===== config.mk =====
export PLATFORM = sky130hd
export DESIGN_NAME = alu_share_arbiter_flat
export DESIGN_NICKNAME = d
export VERILOG_FILES = /design/src/rtl/alu_share_arbiter_if.sv /design/src/rtl/alu_share_arbiter.sv /design/src/flat_wrapper.sv
export SDC_FILE = /design/constraint.sdc
export NUM_CORES = 1
export LEC_CHECK = 0
export CAP_MARGIN = 10
export CORE_MARGIN = 5
export CORE_UTILIZATION = 37
export CTS_BUF_LIST = sky130_fd_sc_hd__clkbuf_16
export CTS_CLUSTER_SIZE = 25
export DETAILED_ROUTE_END_ITERATION = 10
export MAX_ROUTING_LAYER = met4
export SLEW_MARGIN = 5
export SYNTH_ARGS = -nofsm -noshare
export SYNTH_HDL_FRONTEND = slang
export SYNTH_SLANG_ARGS = --single-unit

===== constraint.sdc =====
create_clock -name clk_i -period 7.6 [get_ports clk_i]
set_input_delay 0.76 -clock clk_i [delete_from_list [all_inputs] [get_ports clk_i]]
set_output_delay 0.76 -clock clk_i [all_outputs]
set_load 0.02 [all_outputs]

===== src/rtl/alu_share_arbiter_if.sv =====
// alu_share_arbiter_if: request/response bundle between two ALU requesters, the shared ALU and writeback
interface alu_share_arbiter_if #(parameter int N = 32);
    logic         req0_valid_i;
    logic         req0_ready_o;
    logic [3:0]   req0_op_i;
    logic [N-1:0] req0_a_i;
    logic [N-1:0] req0_b_i;
    logic         req1_valid_i;
    logic         req1_ready_o;
    logic [3:0]   req1_op_i;
    logic [N-1:0] req1_a_i;
    logic [N-1:0] req1_b_i;
    logic         rsp_valid_o;
    logic         rsp_ready_i;
    logic         rsp_id_o;
    logic [N-1:0] rsp_result_o;
    logic         rsp_zero_o;
    logic         rsp_illegal_o;
    modport slave (
        input  req0_valid_i, req0_op_i, req0_a_i, req0_b_i,
        input  req1_valid_i, req1_op_i, req1_a_i, req1_b_i,
        input  rsp_ready_i,
        output req0_ready_o, req1_ready_o,
        output rsp_valid_o, rsp_id_o, rsp_result_o, rsp_zero_o, rsp_illegal_o
    );
    modport master (
        output req0_valid_i, req0_op_i, req0_a_i, req0_b_i,
        output req1_valid_i, req1_op_i, req1_a_i, req1_b_i,
        output rsp_ready_i,
        input  req0_ready_o, req1_ready_o,
        input  rsp_valid_o, rsp_id_o, rsp_result_o, rsp_zero_o, rsp_illegal_o
    );
endinterface


===== src/rtl/alu_share_arbiter.sv =====
// alu_share_arbiter: round-robin share of one ADD/SUB/AND/OR ALU between two requesters,
// with a one-entry response register that may drain and reload in the same cycle.
module alu_share_arbiter #(parameter int N = 32) (
    input logic clk_i,
    input logic rst_i,
    alu_share_arbiter_if.slave bus
);
    logic         ptr, free, g0, g1, ill;
    logic [3:0]   op;
    logic [N-1:0] a, b, res;
    always_comb begin
        free = !bus.rsp_valid_o || bus.rsp_ready_i;
        g0   = !rst_i && free && bus.req0_valid_i && (!bus.req1_valid_i || !ptr);
        g1   = !rst_i && free && bus.req1_valid_i && (!bus.req0_valid_i || ptr);
        op   = g1 ? bus.req1_op_i : bus.req0_op_i;
        a    = g1 ? bus.req1_a_i : bus.req0_a_i;
        b    = g1 ? bus.req1_b_i : bus.req0_b_i;
        ill  = !(op inside {4'b0010, 4'b0110, 4'b0000, 4'b0001});
        res  = op == 4'b0010 ? a + b :
               op == 4'b0110 ? a - b :
               op == 4'b0000 ? a & b :
               op == 4'b0001 ? a | b : '0;
    end
    assign bus.req0_ready_o = g0;
    assign bus.req1_ready_o = g1;
    always_ff @(posedge clk_i) begin
        if (rst_i) begin
            ptr               <= 1'b0;
            bus.rsp_valid_o   <= 1'b0;
            bus.rsp_id_o      <= 1'b0;
            bus.rsp_result_o  <= '0;
            bus.rsp_zero_o    <= 1'b0;
            bus.rsp_illegal_o <= 1'b0;
        end else if (g0 || g1) begin
            ptr               <= g0;
            bus.rsp_valid_o   <= 1'b1;
            bus.rsp_id_o      <= g1;
            bus.rsp_result_o  <= res;
            bus.rsp_zero_o    <= res == '0;
            bus.rsp_illegal_o <= ill;
        end else if (bus.rsp_ready_i) begin
            bus.rsp_valid_o   <= 1'b0;
        end
    end
endmodule


===== src/flat_wrapper.sv =====
// flat-port wrapper written by rule: the top's interface ports become plain ports
module alu_share_arbiter_flat 
#(parameter int N = 32)
  (clk_i, rst_i, bus_req0_valid_i, bus_req0_op_i, bus_req0_a_i, bus_req0_b_i, bus_req1_valid_i, bus_req1_op_i, bus_req1_a_i, bus_req1_b_i, bus_rsp_ready_i, bus_req0_ready_o, bus_req1_ready_o, bus_rsp_valid_o, bus_rsp_id_o, bus_rsp_result_o, bus_rsp_zero_o, bus_rsp_illegal_o);
  alu_share_arbiter_if #(.N(N)) bus_i ();
  input logic clk_i;
  input logic rst_i;
  input wire logic [$bits(bus_i.req0_valid_i)-1:0] bus_req0_valid_i;
  input wire logic [$bits(bus_i.req0_op_i)-1:0] bus_req0_op_i;
  input wire logic [$bits(bus_i.req0_a_i)-1:0] bus_req0_a_i;
  input wire logic [$bits(bus_i.req0_b_i)-1:0] bus_req0_b_i;
  input wire logic [$bits(bus_i.req1_valid_i)-1:0] bus_req1_valid_i;
  input wire logic [$bits(bus_i.req1_op_i)-1:0] bus_req1_op_i;
  input wire logic [$bits(bus_i.req1_a_i)-1:0] bus_req1_a_i;
  input wire logic [$bits(bus_i.req1_b_i)-1:0] bus_req1_b_i;
  input wire logic [$bits(bus_i.rsp_ready_i)-1:0] bus_rsp_ready_i;
  output wire logic [$bits(bus_i.req0_ready_o)-1:0] bus_req0_ready_o;
  output wire logic [$bits(bus_i.req1_ready_o)-1:0] bus_req1_ready_o;
  output wire logic [$bits(bus_i.rsp_valid_o)-1:0] bus_rsp_valid_o;
  output wire logic [$bits(bus_i.rsp_id_o)-1:0] bus_rsp_id_o;
  output wire logic [$bits(bus_i.rsp_result_o)-1:0] bus_rsp_result_o;
  output wire logic [$bits(bus_i.rsp_zero_o)-1:0] bus_rsp_zero_o;
  output wire logic [$bits(bus_i.rsp_illegal_o)-1:0] bus_rsp_illegal_o;
  assign bus_i.req0_valid_i = bus_req0_valid_i;
  assign bus_i.req0_op_i = bus_req0_op_i;
  assign bus_i.req0_a_i = bus_req0_a_i;
  assign bus_i.req0_b_i = bus_req0_b_i;
  assign bus_i.req1_valid_i = bus_req1_valid_i;
  assign bus_i.req1_op_i = bus_req1_op_i;
  assign bus_i.req1_a_i = bus_req1_a_i;
  assign bus_i.req1_b_i = bus_req1_b_i;
  assign bus_i.rsp_ready_i = bus_rsp_ready_i;
  assign bus_req0_ready_o = bus_i.req0_ready_o;
  assign bus_req1_ready_o = bus_i.req1_ready_o;
  assign bus_rsp_valid_o = bus_i.rsp_valid_o;
  assign bus_rsp_id_o = bus_i.rsp_id_o;
  assign bus_rsp_result_o = bus_i.rsp_result_o;
  assign bus_rsp_zero_o = bus_i.rsp_zero_o;
  assign bus_rsp_illegal_o = bus_i.rsp_illegal_o;
  alu_share_arbiter #(.N(N)) u_core (.clk_i(clk_i), .rst_i(rst_i), .bus(bus_i));
endmodule

==> summary.md <==
| Metric | Value |
|---|---|
| Status | `finished, final reports clean` |
| Synth Area in Simple Gates | `26.1%` |
| Worst-path cell chain | `clkdlybuf4s50_1 > nand2b_1 > nand4b_1 > buf_4 > nand2_1 > nand2_1 > inv_1 > ha_1 > ha_1 > or2_2 > a221oi_1 > o21ai_0 > o22ai_1 > nor2_1 > o21ai_0 > nand4_1 > or4_1 > or4b_1 > nor4_1 > nand4_1 > o21ai_1` |
| Complex-gate fraction of the synthesized area | `30.0%` |
| Finished Layout Cells | `around 1,500` |
| Multi-input gate area | `5950 sq um` |
| Post-route ant nets | `0` |
| CTS Sinks | `37` |
| Area Growth Syn to Fin | `27.3%` |
| Grt ovf | `0` |
| Vias per cell | `5.65` |
| Design area | `9430 sq um` |
| Post-CTS setup buffers | `0` |
| Crit path DAT | `6.42 ns` |
| Synth Area in XOR/XNOR | `0.947%` |
| Hold path start | `u_core.bus.rsp_result_o[13]` |
| Final hold viol count | `0` |
| CP required | `7.81 ns` |
| Net count, final | `1,467` |
| Post-synth top area cell | `ha_1` |
| Ys async rst share | `0%` |
| Final min period | `slightly above 6 ns` |
| FILL cells | `2,059` |
| Final Skew | `approximately 0.0072 ns` |
| Largest net degree at the start of global routing | `50` |
| RePlAce Congestion | `approximately 0.95` |
| Hold slack | `around 0.45 ns` |
| Number of max-cap violations | `0` |
| Port bufs | `178` |
| Pwr Density | `about 140 nW/um^2` |
| Syn Inst Count | `1,099` |
| Max clock buf depth | `2` |
| Die Wd | `about 150 um` |
| CTS tree | `built` |
| Total power | `1.28 mW` |
| Multiplexer area fraction after synthesis | `6.64%` |
| Vert. Die Dim | `roughly 150 um` |
| Bufs and invs on worst path | `3` |
| Synth top area share | `between 10% and 20%` |
| First-pass GRT wire length | `42,800 um` |
| Vias post-DR | `8,442` |
| Util after Layout | `48.1%` |
| Setup_tns | `0 ns` |
| Startpoint Class | `input port` |
| # H-tree levels | `2` |
| R2R Path Start | `u_core.bus.rsp_valid_o` |
| FF+latch area | `approximately 740 sq um` |
| Syn Std Cell Area | `~7400 sq um` |
| Resize count post-CTS | `0` |
| Adder-Cell Fraction of Synth Area | `around 16%` |
| HP Class | `flop to flop` |
| Initial drt markers | `between 700 and 800` |
| Setup CP Type | `input port to flop` |
| I/O pin cnt | `approximately 180` |
| Fin crit share | `81.6%` |
| Diode count | `0` |
| Largest cells by area after synthesis | `ha_1, dfxtp_1, nand2_1` |
| Worst-Margin Slew | `1.23 ns` |
| Top Family by Delay on Critical Path | `simple AND/OR/NAND/NOR gates` |
| Top cells by count, synth | `nand2_1, inv_1, nor2_1` |
| Initial core utilization | `37.8%` |
| Mapped Avg Cell Area | `6.74 sq um` |
| Leak Pwr | `approximately 4.2 nW` |
| All-layer global routing usage | `23.7%` |
| Syn. warnings | `0` |
| Num CTS Buffers | `5` |
| Seq/Total Area, Yosys | `between 10% and 20%` |
| Critical path's slowest cell | `or4b_1` |
| Post-Synthesis Net Count | `1,337` |
| CTS clk-pin slew, worst paths | `around 0.06 ns` |
| Drt pass-1 iters | `6` |
| Post-synth cell types | `about 80` |
| Max incr delay on CP | `0.56 ns` |
| Std-Cell Rows | `a little over 50` |
| Max VDD drop | `0.0972 mV` |
| Max Fclk | `161 MHz` |
| Via count of the first global-routing pass | `7,914` |
| Share of cells above drive strength 1 | `just over 4%` |
| Pre-CTS WS | `approximately 1.1 ns` |
| Cells after DPL | `~1,500` |
| Per-cell routed wire length | `18.3 um` |
| Reg2reg setup slack | `roughly 2.0 ns` |
| Max Slew Vio Count | `0` |
| Clk root buf | `clkbuf_16` |
| RSZ-0062 raised after global routing | `no` |
| EDFF count, synth | `0` |
| Initial antenna violation count | `0` |
| Slew headroom | `16.1%` |
| Largest family of logic cells by synthesized area | `compound AO/OA/AOI/OAI gates` |
| Core Box Area | `between 15,000 and 20,000 sq um` |
| CP Capture Type | `flop` |
| Crit path launch | `bus_rsp_ready_i` |
| Top-count cell post-synth | `nand2_1` |
| Post-DP HPWL | `roughly 21,000 um` |
| Max Fanout on Critical Path | `36` |
| Drt drc | `0` |
| Setup ws final | `1.40 ns` |
| Seq cells post-synth | `37` |
| Area after DPL | `9260 sq um` |
| Routed WL | `roughly 27,000 um` |
| Top_reg_cell synth | `dfxtp_1` |
| DIE AREA | `22,900 sq um` |
| Clk Latency, worst-skew pair | `roughly 0.28 ns` |
| Setup violators final | `0` |
| Cts hold-fix bufs | `0` |
[path summary, 6_finish.rpt]
path,to,cells past startpoint
worst min-delay path,u_core.bus.rsp_result_o[13],2
worst min register to register,u_core.bus.rsp_result_o[13],2
worst max-delay path,u_core.bus.rsp_zero_o,21
worst max register to register,u_core.bus.rsp_zero_o,20
[tightest hold or removal path, stage by stage, from the launching register on]
cell and delay [ns]:
dfxtp_1 0.30, nand2_1 0.05, a21oi_1 0.05
[placed cells by master, fill, tap and decap left out, types with 11 or more instances in the layout]
cell,synthesis,routed
nand2_1,189,189
clkdlybuf4s50_1,0,178
inv_1,98,98
nor2_1,97,97
ha_1,96,96
a21oi_1,84,84
o21ai_0,65,64
mux2i_1,42,40
dfxtp_1,37,37
a211oi_1,29,29
nor3_1,24,24
nand3_1,18,18
nand2b_1,15,15
a221oi_1,15,15
nor4_1,13,13
nor2b_1,12,12
nand4_1,12,12
a21o_1,11,11
o211ai_1,11,11
buf_4,4,11
[per-layer routing]
layer	GRT usage (%)	vias to the layer above	share of wire, %
met4	4.67	0	1.6
met2	39.4	339	47
met3	1.35	33	6.4
li1	-	4179	-
met1	32.0	3891	45
met5	-	-	0
[sequential cells by signal, indices dropped and copies added (netlist names)]
signal and cells:
u_core.bus.rsp_valid_o 1, u_core.bus.rsp_id_o 1, u_core.ptr 1, u_core.bus.rsp_zero_o 1, u_core.bus.rsp_result_o 32, u_core.bus.rsp_illegal_o 1
[power by group]
part | internal [mW] | total, mW | switching (mW) | leakage [nW]
combinational | 0.333 | 0.823 | 0.490 | 3.82
sequential | 0.211 | 0.222 | 0.0110 | 0.304
clock | 0.155 | 0.238 | 0.0824 | 0.0842
[area by class of cell]
cell class	count	share of cell area [%]
clock buffer	5	1.33
clock inverter	3	0.465
inverter	99	3.94
multi-input combinational	897	63.1
sequential	37	7.86
tap	265	3.52
timing repair buffer	189	19.8
[logic make-up (layout without fill, tap and decap cells)]
group           Yosys count  in the layout
simple gates            423            423
compound gates          322            322
buf+inv                 165            296
fa+ha+maj                97             97
mux                      47             47
flops                    37             37
xor+xnor                  8              8
(Power assumes the default switching activity.)
